<file path="config.mk">
export PLATFORM = sky130hd
export DESIGN_NAME = serial_adder
export DESIGN_NICKNAME = d
export VERILOG_FILES = /design/src/rtl/serial_adder.sv
export SDC_FILE = /design/constraint.sdc
export NUM_CORES = 1
export LEC_CHECK = 0
export BUFFER_PORTS_ARGS = -buffer_cell sky130_fd_sc_hd__buf_2
export CORE_MARGIN = 2
export CORE_UTILIZATION = 49
export DETAILED_ROUTE_END_ITERATION = 16
export PLACE_DENSITY = 0.75
export SYNTH_ARGS = -nofsm -noshare
export SYNTH_HDL_FRONTEND = slang
export SYNTH_SLANG_ARGS = --single-unit
</file>
<file path="constraint.sdc">
create_clock -name clk -period 1.5 [get_ports clk]
set_clock_uncertainty 0.2 [all_clocks]
set_input_delay 0.3 -clock clk [delete_from_list [all_inputs] [get_ports clk]]
set_output_delay 0.3 -clock clk [all_outputs]
set_load 0.05 [all_outputs]
</file>
<file path="src/rtl/serial_adder.sv">
// Bit-serial LSB-first adder with start/busy/done handshake.
// Define SERIAL_ADDER_SUB_EN to add a sub port for a-b.
module serial_adder #(
  parameter int WIDTH = 8
) (
  input  logic             clk,
  input  logic             rst_n,
  input  logic             start,
`ifdef SERIAL_ADDER_SUB_EN
  input  logic             sub,
`endif
  input  logic [WIDTH-1:0] a,
  input  logic [WIDTH-1:0] b,
  output logic             busy,
  output logic             done,
  output logic [WIDTH-1:0] sum,
  output logic             cout
);

  localparam int CW = $clog2(WIDTH) + 1;

  localparam logic [1:0] IDLE = 2'd0;
  localparam logic [1:0] RUN  = 2'd1;
  localparam logic [1:0] FIN  = 2'd2;

  localparam logic [CW-1:0] LAST = CW'(WIDTH - 1);

  logic [1:0]       state_q, state_d;
  logic [WIDTH-1:0] sha_q, sha_d;
  logic [WIDTH-1:0] shb_q, shb_d;
  logic [WIDTH-1:0] res_q, res_d;
  logic [WIDTH-1:0] sum_q, sum_d;
  logic [CW-1:0]    cnt_q, cnt_d;
  logic             carry_q, carry_d;
  logic             cout_q, cout_d;
  logic             inv_q, inv_d;

  logic bin;
  logic s;
  logic c;

  // B is inverted on its way into the cell when subtracting.
  assign bin = shb_q[0] ^ inv_q;
  assign s   = sha_q[0] ^ bin ^ carry_q;
  assign c   = (sha_q[0] & bin) | (sha_q[0] & carry_q) | (bin & carry_q);

  always_comb begin
    state_d = state_q;
    sha_d   = sha_q;
    shb_d   = shb_q;
    res_d   = res_q;
    sum_d   = sum_q;
    cnt_d   = cnt_q;
    carry_d = carry_q;
    cout_d  = cout_q;
    inv_d   = inv_q;
    unique case (state_q)
      IDLE: begin
        if (start) begin
          sha_d   = a;
          shb_d   = b;
          cnt_d   = '0;
`ifdef SERIAL_ADDER_SUB_EN
          inv_d   = sub;
          carry_d = sub;
`else
          inv_d   = 1'b0;
          carry_d = 1'b0;
`endif
          state_d = RUN;
        end
      end
      RUN: begin
        sha_d   = {1'b0, sha_q[WIDTH-1:1]};
        shb_d   = {1'b0, shb_q[WIDTH-1:1]};
        res_d   = {s, res_q[WIDTH-1:1]};
        carry_d = c;
        cnt_d   = cnt_q + 1'b1;
        if (cnt_q == LAST) begin
          sum_d   = {s, res_q[WIDTH-1:1]};
          cout_d  = c;
          state_d = FIN;
        end
      end
      FIN: begin
        state_d = IDLE;
      end
      default: begin
        state_d = IDLE;
      end
    endcase
  end

  always_ff @(posedge clk or negedge rst_n) begin
    if (!rst_n) begin
      state_q <= IDLE;
      sha_q   <= '0;
      shb_q   <= '0;
      res_q   <= '0;
      sum_q   <= '0;
      cnt_q   <= '0;
      carry_q <= 1'b0;
      cout_q  <= 1'b0;
      inv_q   <= 1'b0;
    end else begin
      state_q <= state_d;
      sha_q   <= sha_d;
      shb_q   <= shb_d;
      res_q   <= res_d;
      sum_q   <= sum_d;
      cnt_q   <= cnt_d;
      carry_q <= carry_d;
      cout_q  <= cout_d;
      inv_q   <= inv_d;
    end
  end

  assign busy = (state_q == RUN);
  assign done = (state_q == FIN);
  assign sum  = sum_q;
  assign cout = cout_q;

endmodule

</file>
==> results of run 1 <==
flip-flops by register name (all words and copies together), names as in the netlist:
signal,flops
shb_q,8
state_q,2
cnt_q,4
sha_q,8
res_q,7
carry_q,1
sum,8
cout,1
path summary, 6_finish.rpt:
| path | start | endpoint | cells past startpoint |
|---|---|---|---|
| worst max-delay path | state_q[0]$_DFFE_PN0P_ | done | 3 |
| worst min-delay path | a[1] | sha_q[1]$_DFFE_PN0P_ | 3 |
| worst max register to register | state_q[1]$_DFFE_PN0P_ | sum[1]$_DFFE_PN0P_ | 5 |
| worst min register to register | res_q[1]$_DFFE_PN0P_ | res_q[1]$_DFFE_PN0P_ | 2 |
| max in group asynchronous | rst_n | state_q[0]$_DFFE_PN0P_ | 3 |
| min in group asynchronous | rst_n | res_q[5]$_DFFE_PN0P_ | 3 |
power groups by stage:
stage | Clock [mW] | Combinational (mW) | Sequential, mW
3_3_place_gp | 0 | 1.99 | 1.73
2_1_floorplan | 0 | 1.13 | 2.05
6_report | 0.698 | 2.84 | 1.81
4_1_cts | 0.713 | 2.41 | 1.76
5_1_grt | 0.769 | 3.04 | 1.86
3_5_place_dp | 0 | 2.07 | 1.77
synthesized netlist by cell type:
master    count  area [sq um]
a21oi_1       6          30.0
a22o_1        3          26.3
a22oi_1       9          67.6
a31oi_1       1          6.26
a32o_1        1          10.0
and3b_1       5          43.8
buf_2         3          15.0
buf_4         1          7.51
buf_6         1          11.3
clkbuf_1      4          15.0
clkbuf_2      1          5.00
clkinv_1      1          3.75
dfrtp_1      39           976
fa_1          1          20.0
ha_1          1          12.5
inv_1         1          3.75
mux2_2        9           101
mux2i_1       1          10.0
nand2_1      39           146
nand2b_1      1          6.26
nand2b_4      1          13.8
nand3_1       3          15.0
nor2_1        2          7.51
nor2b_1       3          18.8
nor3_4        1          16.3
o21ai_0      16          80.1
o21bai_1      1          7.51
or3_1         1          6.26
stage by stage:
step | util (%) | setup WS (ns)
3_5_place_dp | 60.1 | -0.206
5_1_grt | 72.3 | -0.237
2_1_floorplan | - | -0.151
4_1_cts | 66.7 | -0.199
6_report | 72.3 | -0.187
3_3_place_gp | 60.1 | -0.103
kinds of logic after synthesis:
family	after synthesis	share of synthesized area, %
simple gates	56	16.3
flops	39	58.0
compound gates	37	13.5
buf+inv	12	3.64
mux	10	6.62
fa+ha+maj	2	1.93
routing by layer:
layer | track usage (%) | vias up | share of wire (%)
met2 | 36.6 | 41 | 52
li1 | - | 643 | -
met1 | 24.8 | 699 | 43
met4 | 6.94 | 0 | 1.2
met3 | 6.13 | 6 | 3.7
met5 | 0 | - | 0
tightest hold or removal path, cell delays in order:
cell,delay [ns]
buf_2,0.08
a22oi_2,0.05
o21ai_2,0.11
final cells by class:
type / instances / area share (%)
clock buffer: 5 / 1.57
clock inverter: 3 / 1.83
inverter: 2 / 0.522
multi-input combinational: 106 / 32.5
sequential: 39 / 40.8
tap: 46 / 2.40
timing repair buffer: 57 / 20.4
what timing repair did:
item / 4_1_cts / 5_1_grt
cloned: 1 / 1
endpoints found under the hold margin: 39 / 0
gates resized for setup: 24 / 64
pin swaps: 2 / 5
buffers inserted: 5 / 8
hold buffers: 1 / 0
setup endpoints to repair: 22 / 39
==> results.ini, run 1 <==
[grt]
antenna_found_initial = 0
grt_pass1_wl_um = 6430
first_global_vias = 1421
grt_remaining_overflow = 0
grt_max_degree = 40
grt_use_total_pct = 21.0

[power]
p_leak_nw = 1.17
pwr-share-seq_pct = 33.9
p_total_mw = 5.35
p_sw_mw = 2.15
power.internal_mw = 3.20
clkPwrFrac_pct = 13.1
p_comb_share_pct = 53.1
power.density_nw_per_um2 = 2230
p_sw_share_pct = 40.1
peakVddDrop_uv = 1020

[timing]
finalMaxSlewViolations = 0
setup_viol = 16
finalCriticalPeriod_ns = 1.69
finalWorstSetupSlack_ns = -0.187
slew_headroom_pct = 84.1
post-route-period-util_pct = 112
hold_violations = 0
setup_tns_ns = -2.11
rsz0062_at_grt = yes
fin_hold_ws_ns = 0.0293
worst_pin_slew_ns = 0.237
max_clock_freq_mhz = 593

[synth]
yosys_warnings = 0
yosysSeqAreaShare_pct = 58.0
synth.distinct_cells = 28
syn_inst = 156
postSynthAreaPerCell_sq_um = 10.8
syn_area_sq_um = 1680
syn-num-nets = 177
synth-seq-cells = 39

[setup_path]
slowest_delay_ns = 0.47
critPathLaunchType = register
crit_arrival_ns = 1.19
cp_top_family = flip-flops
path_cells = buf_8, nor2_4, buf_6
reg2reg_slack_ns = -0.18
path_class = register to primary output
path_max_fanout = 4
slowest_stage = dfrtp_2
crit_buf_inv = 2
cp.required_ns = 1.00
end_kind = primary output

[routing]
antenna_left = 0
vias_per_cell = 5.38
drc = 0
dr.pass1.iters = 4
via_count = 1389
detail_route.wl_per_cell_um = 15.1
drtIter0Drc = 112
wl_um = 3910

[placed_design]
io_buffers = 29
place_area_sq_um = 1990
gp_congestion = 0.823
dp.cells = 237
hpwl_um = 2340

[finish]
fin_area_sq_um = 2390
multi_input_area_sq_um = 778
syn_to_final_growth_pct = 42.3
regArea_sq_um = 977
final_nets = 232
mostFrequentLayoutCells = 38 x dfrtp_1, 32 x nand2_1, 23 x buf_4
num-fill-cells = 234
diodes = 0
final_common_cell = dfrtp_1
fin_cells = 258
drive_above_1_share_pct = 47.2

[cts]
root_buffer = clkbuf_4
clk_path_buf_depth = 2
clock_latency_ns = 0.34
cts.sinks = 39
htree_num_levels = 2
path_clk_slew_ns = 0.12
cts_buffers = 5
cts_tree = yes

[floorplan]
die_h_um = 62.6
rows = 21
io_pins = 30
core_area_sq_um = 3310
dieArea_sq_um = 3920
die_x_um = 62.6
initial_utilization_pct = 50.8

[outcome]
outcome = complete, but fails checks
violations = setup timing

[hold_path]
hold_path.class = input port to register

[run]
max-cap-violations = 0

No activity file was read; power rests on OpenSTA's default activity.
==> run 2, diff against run 1 <==
- ABC_AREA: unset -> 1
- BUFFER_PORTS_ARGS: -buffer_cell sky130_fd_sc_hd__buf_2 -> -buffer_cell sky130_fd_sc_hd__buf_4
- REMOVE_ABC_BUFFERS: unset -> 1
==> results.ini, run 2 <==
[grt]
first_global_vias = 1377  ; -3.1%
grt_pass1_wl_um = 6190  ; -3.7%
antenna_found_initial = 0  ; unchanged
grt_max_degree = 40  ; unchanged
grt_remaining_overflow = 0  ; unchanged
grt_use_total_pct = 20.7  ; -0.27 points

[placed_design]
io_buffers = 29  ; unchanged
dp.cells = 258  ; +8.9%
gp_congestion = 0.809  ; -1.7%
hpwl_um = 1980  ; -15%

[hold_path]
hold_path.class = input port to async pin

[synth]
synthAdderAreaFrac_pct = 1.95  ; +0.014 points
syn_inst = 187  ; +20%
synth_top_cells_by_count = 76 x nand2_1, 39 x dfrtp_1, 38 x nand3_1
synth-edff-count = 0  ; unchanged
synth_compound_area_share_pct = 2.85  ; -11 points
synth-simple-area-share_pct = 32.0  ; +16 points
async_reset_ff_share_pct = 100  ; unchanged
postSynthAreaPerCell_sq_um = 8.93  ; -17%
netlist.area_leader.share_pct = 58.4  ; +0.43 points
syn_area_sq_um = 1670  ; -0.74%
ys_top_cells_by_area = dfrtp_1 58%, nand2_1 17%, nand3_1 11%, buf_2 1.5%, buf_6 1.3%
yosys_most_used_dff = dfrtp_1
synth-xor-area-share_pct = 0  ; unchanged
yosys_warnings = 0  ; unchanged
synth_top_family_by_area = simple AND/OR/NAND/NOR gates
yosysSeqAreaShare_pct = 58.4  ; +0.43 points
synth-seq-cells = 39  ; unchanged
muxShareOfSynthArea_pct = 0  ; -6.6 points
synth_top_cell_by_area = dfrtp_1
synth_most_common_cell = nand2_1
synth.distinct_cells = 18  ; -36%

[finish]
final_nets = 265  ; +14%
num-fill-cells = 263  ; +12%
diodes = 0  ; unchanged
multi_input_area_sq_um = 672  ; -14%
syn_to_final_growth_pct = 36.6
final_common_cell = nand2_1
mostFrequentLayoutCells = 75 x nand2_1, 38 x dfrtp_1, 37 x nand3_1
fin_cells = 291  ; +13%
regArea_sq_um = 977  ; unchanged
drive_above_1_share_pct = 24.5  ; -23 points

[floorplan]
rows = 21  ; unchanged
initial_utilization_pct = 50.5  ; -0.38 points
dieArea_sq_um = 3890  ; -0.70%
die_x_um = 62.4  ; -0.35%
die_h_um = 62.4  ; -0.35%
io_pins = 30  ; unchanged
core_area_sq_um = 3310  ; unchanged

[setup_path]
cp.required_ns = 1.00  ; about the same
critPathLaunchType = register
r2r_cells = 6  ; +1
path_class = register to primary output
reg2reg_slack_ns = 0.08  ; +0.26 ns
crit_arrival_ns = 1.11  ; -0.08 ns
end_kind = primary output
path_max_fanout = 3  ; -1

[timing]
setup_viol = 2  ; -14
finalWorstSetupSlack_ns = -0.109  ; +0.0779 ns
finalMaxSlewViolations = 0  ; unchanged
slew_headroom_pct = 68.4  ; -16 points
max_clock_freq_mhz = 621  ; +4.8%
rsz0062_at_grt = yes
finalCriticalPeriod_ns = 1.61  ; -0.0779 ns
worst_pin_slew_ns = 0.474  ; +0.237 ns
hold_violations = 0  ; unchanged
post-route-period-util_pct = 107  ; -5.2 points

[routing]
drtIter0Drc = 91  ; -19%
dr.pass1.iters = 4  ; unchanged
vias_per_cell = 4.96  ; -8.0%
detail_route.wl_per_cell_um = 12.7  ; -16%
via_count = 1442  ; +3.8%
drc = 0  ; unchanged
wl_um = 3710  ; -5.0%
antenna_left = 0  ; unchanged

[power]
peakVddDrop_uv = 1040  ; +1.6%
p_leak_nw = 1.14  ; -3.2%
p_total_mw = 4.55  ; -15%
power.density_nw_per_um2 = 1990  ; -11%

[cts]
cts_tree = yes
htree_num_levels = 2  ; unchanged
cts_buffers = 5  ; unchanged
cts.sinks = 39  ; unchanged
root_buffer = clkbuf_4
clk_path_buf_depth = 2  ; unchanged
clock_latency_ns = 0.35  ; about the same
path_clk_slew_ns = 0.11  ; about the same

[outcome]
violations = setup timing
outcome = complete, but fails checks

[run]
max-cap-violations = 0  ; unchanged

[run 2: cell count changes in the layout (fill, tap and decap cells not counted), moves of 5 or more]
| cell | before | now |
|---|---|---|
| a21oi_1 | 5 | 0 |
| mux2_4 | 9 | 0 |
| nand3_1 | 3 | 37 |
| buf_2 | 18 | 0 |
| buf_6 | 8 | 1 |
| dlygate4sd3_1 | 1 | 17 |
| o21ai_2 | 5 | 0 |
| a22oi_1 | 6 | 0 |
| nand2_1 | 32 | 75 |
| buf_4 | 23 | 35 |
[run 2: path summary, 6_finish.rpt]
kind                                   startpoint                   end
max in group asynchronous                   rst_n  cnt_q[0]$_DFFE_PN0P_
setup / recovery           state_q[1]$_DFFE_PN0P_                  busy
setup reg to reg             cnt_q[1]$_DFFE_PN0P_    sum[4]$_DFFE_PN0P_
hold reg to reg              res_q[1]$_DFFE_PN0P_    sum[0]$_DFFE_PN0P_
hold / removal                              rst_n  sha_q[6]$_DFFE_PN0P_
min in group clk                            start  sha_q[7]$_DFFE_PN0P_
[run 2: power by group]
group | internal (mW) | switching, mW | leakage, nW
combinational | 0.842 | 1.36 | 0.611
clock | 0.183 | 0.333 | 0.0293
sequential | 1.51 | 0.322 | 0.496
[run 2: timing repair]
action,in CTS,in global routing
buffers inserted,4,3
cloned,0,2
gates resized for setup,5,13
hold endpoints to repair,55,0
setup endpoints to repair,2,20
hold buffers,17,0
pin swaps,1,6
[run 2: kinds of logic after synthesis]
family                     count (synthesis)
and+or+nand+nor                          123
DFF                                       39
buffers and inverters                     14
AOI/OAI and AO/OA                          9
adders and majority gates                  2
[run 2: metrics by stage]
stage / setup WS, ns / setup TNS (ns) / area, sq um / utilization (%) / hold WS [ns]
4_1_cts: -0.106 / -0.183 / 2190 / 66.1 / 0.181
3_5_place_dp: 0.0449 / 0 / 1920 / 58.0 / 0.0948
2_1_floorplan: -0.167 / -1.85 / 1620 / - / -0.196
6_report: -0.109 / -0.212 / 2280 / 68.9 / 0.255
5_1_grt: -0.152 / -0.284 / 2280 / 68.9 / 0.294
3_3_place_gp: 0.118 / 0 / 1920 / 58.0 / 0.0949
[run 2: routing by layer]
layer  up-vias  GRT usage, %  wire length [um]
met3         6          4.86               153
li1        719             -                 -
met4         0          10.0                59
met2        42          32.7              1830
met5         -             0                 0
met1       675          27.1              1670
[run 2: area by class of cell]
cell class	instances	area share (%)
clock inverter	1	0.219
inverter	6	1.10
tap	46	2.52
multi-input combinational	136	29.5
timing repair buffer	56	21.9
sequential	39	42.8
clock buffer	7	1.97
[run 2: worst max-delay path, cell delays in order (launching register included)]
cell and delay (ns):
dfrtp_1 0.38, inv_2 0.09, nand2_4 0.06, inv_4 0.08, buf_8 0.14
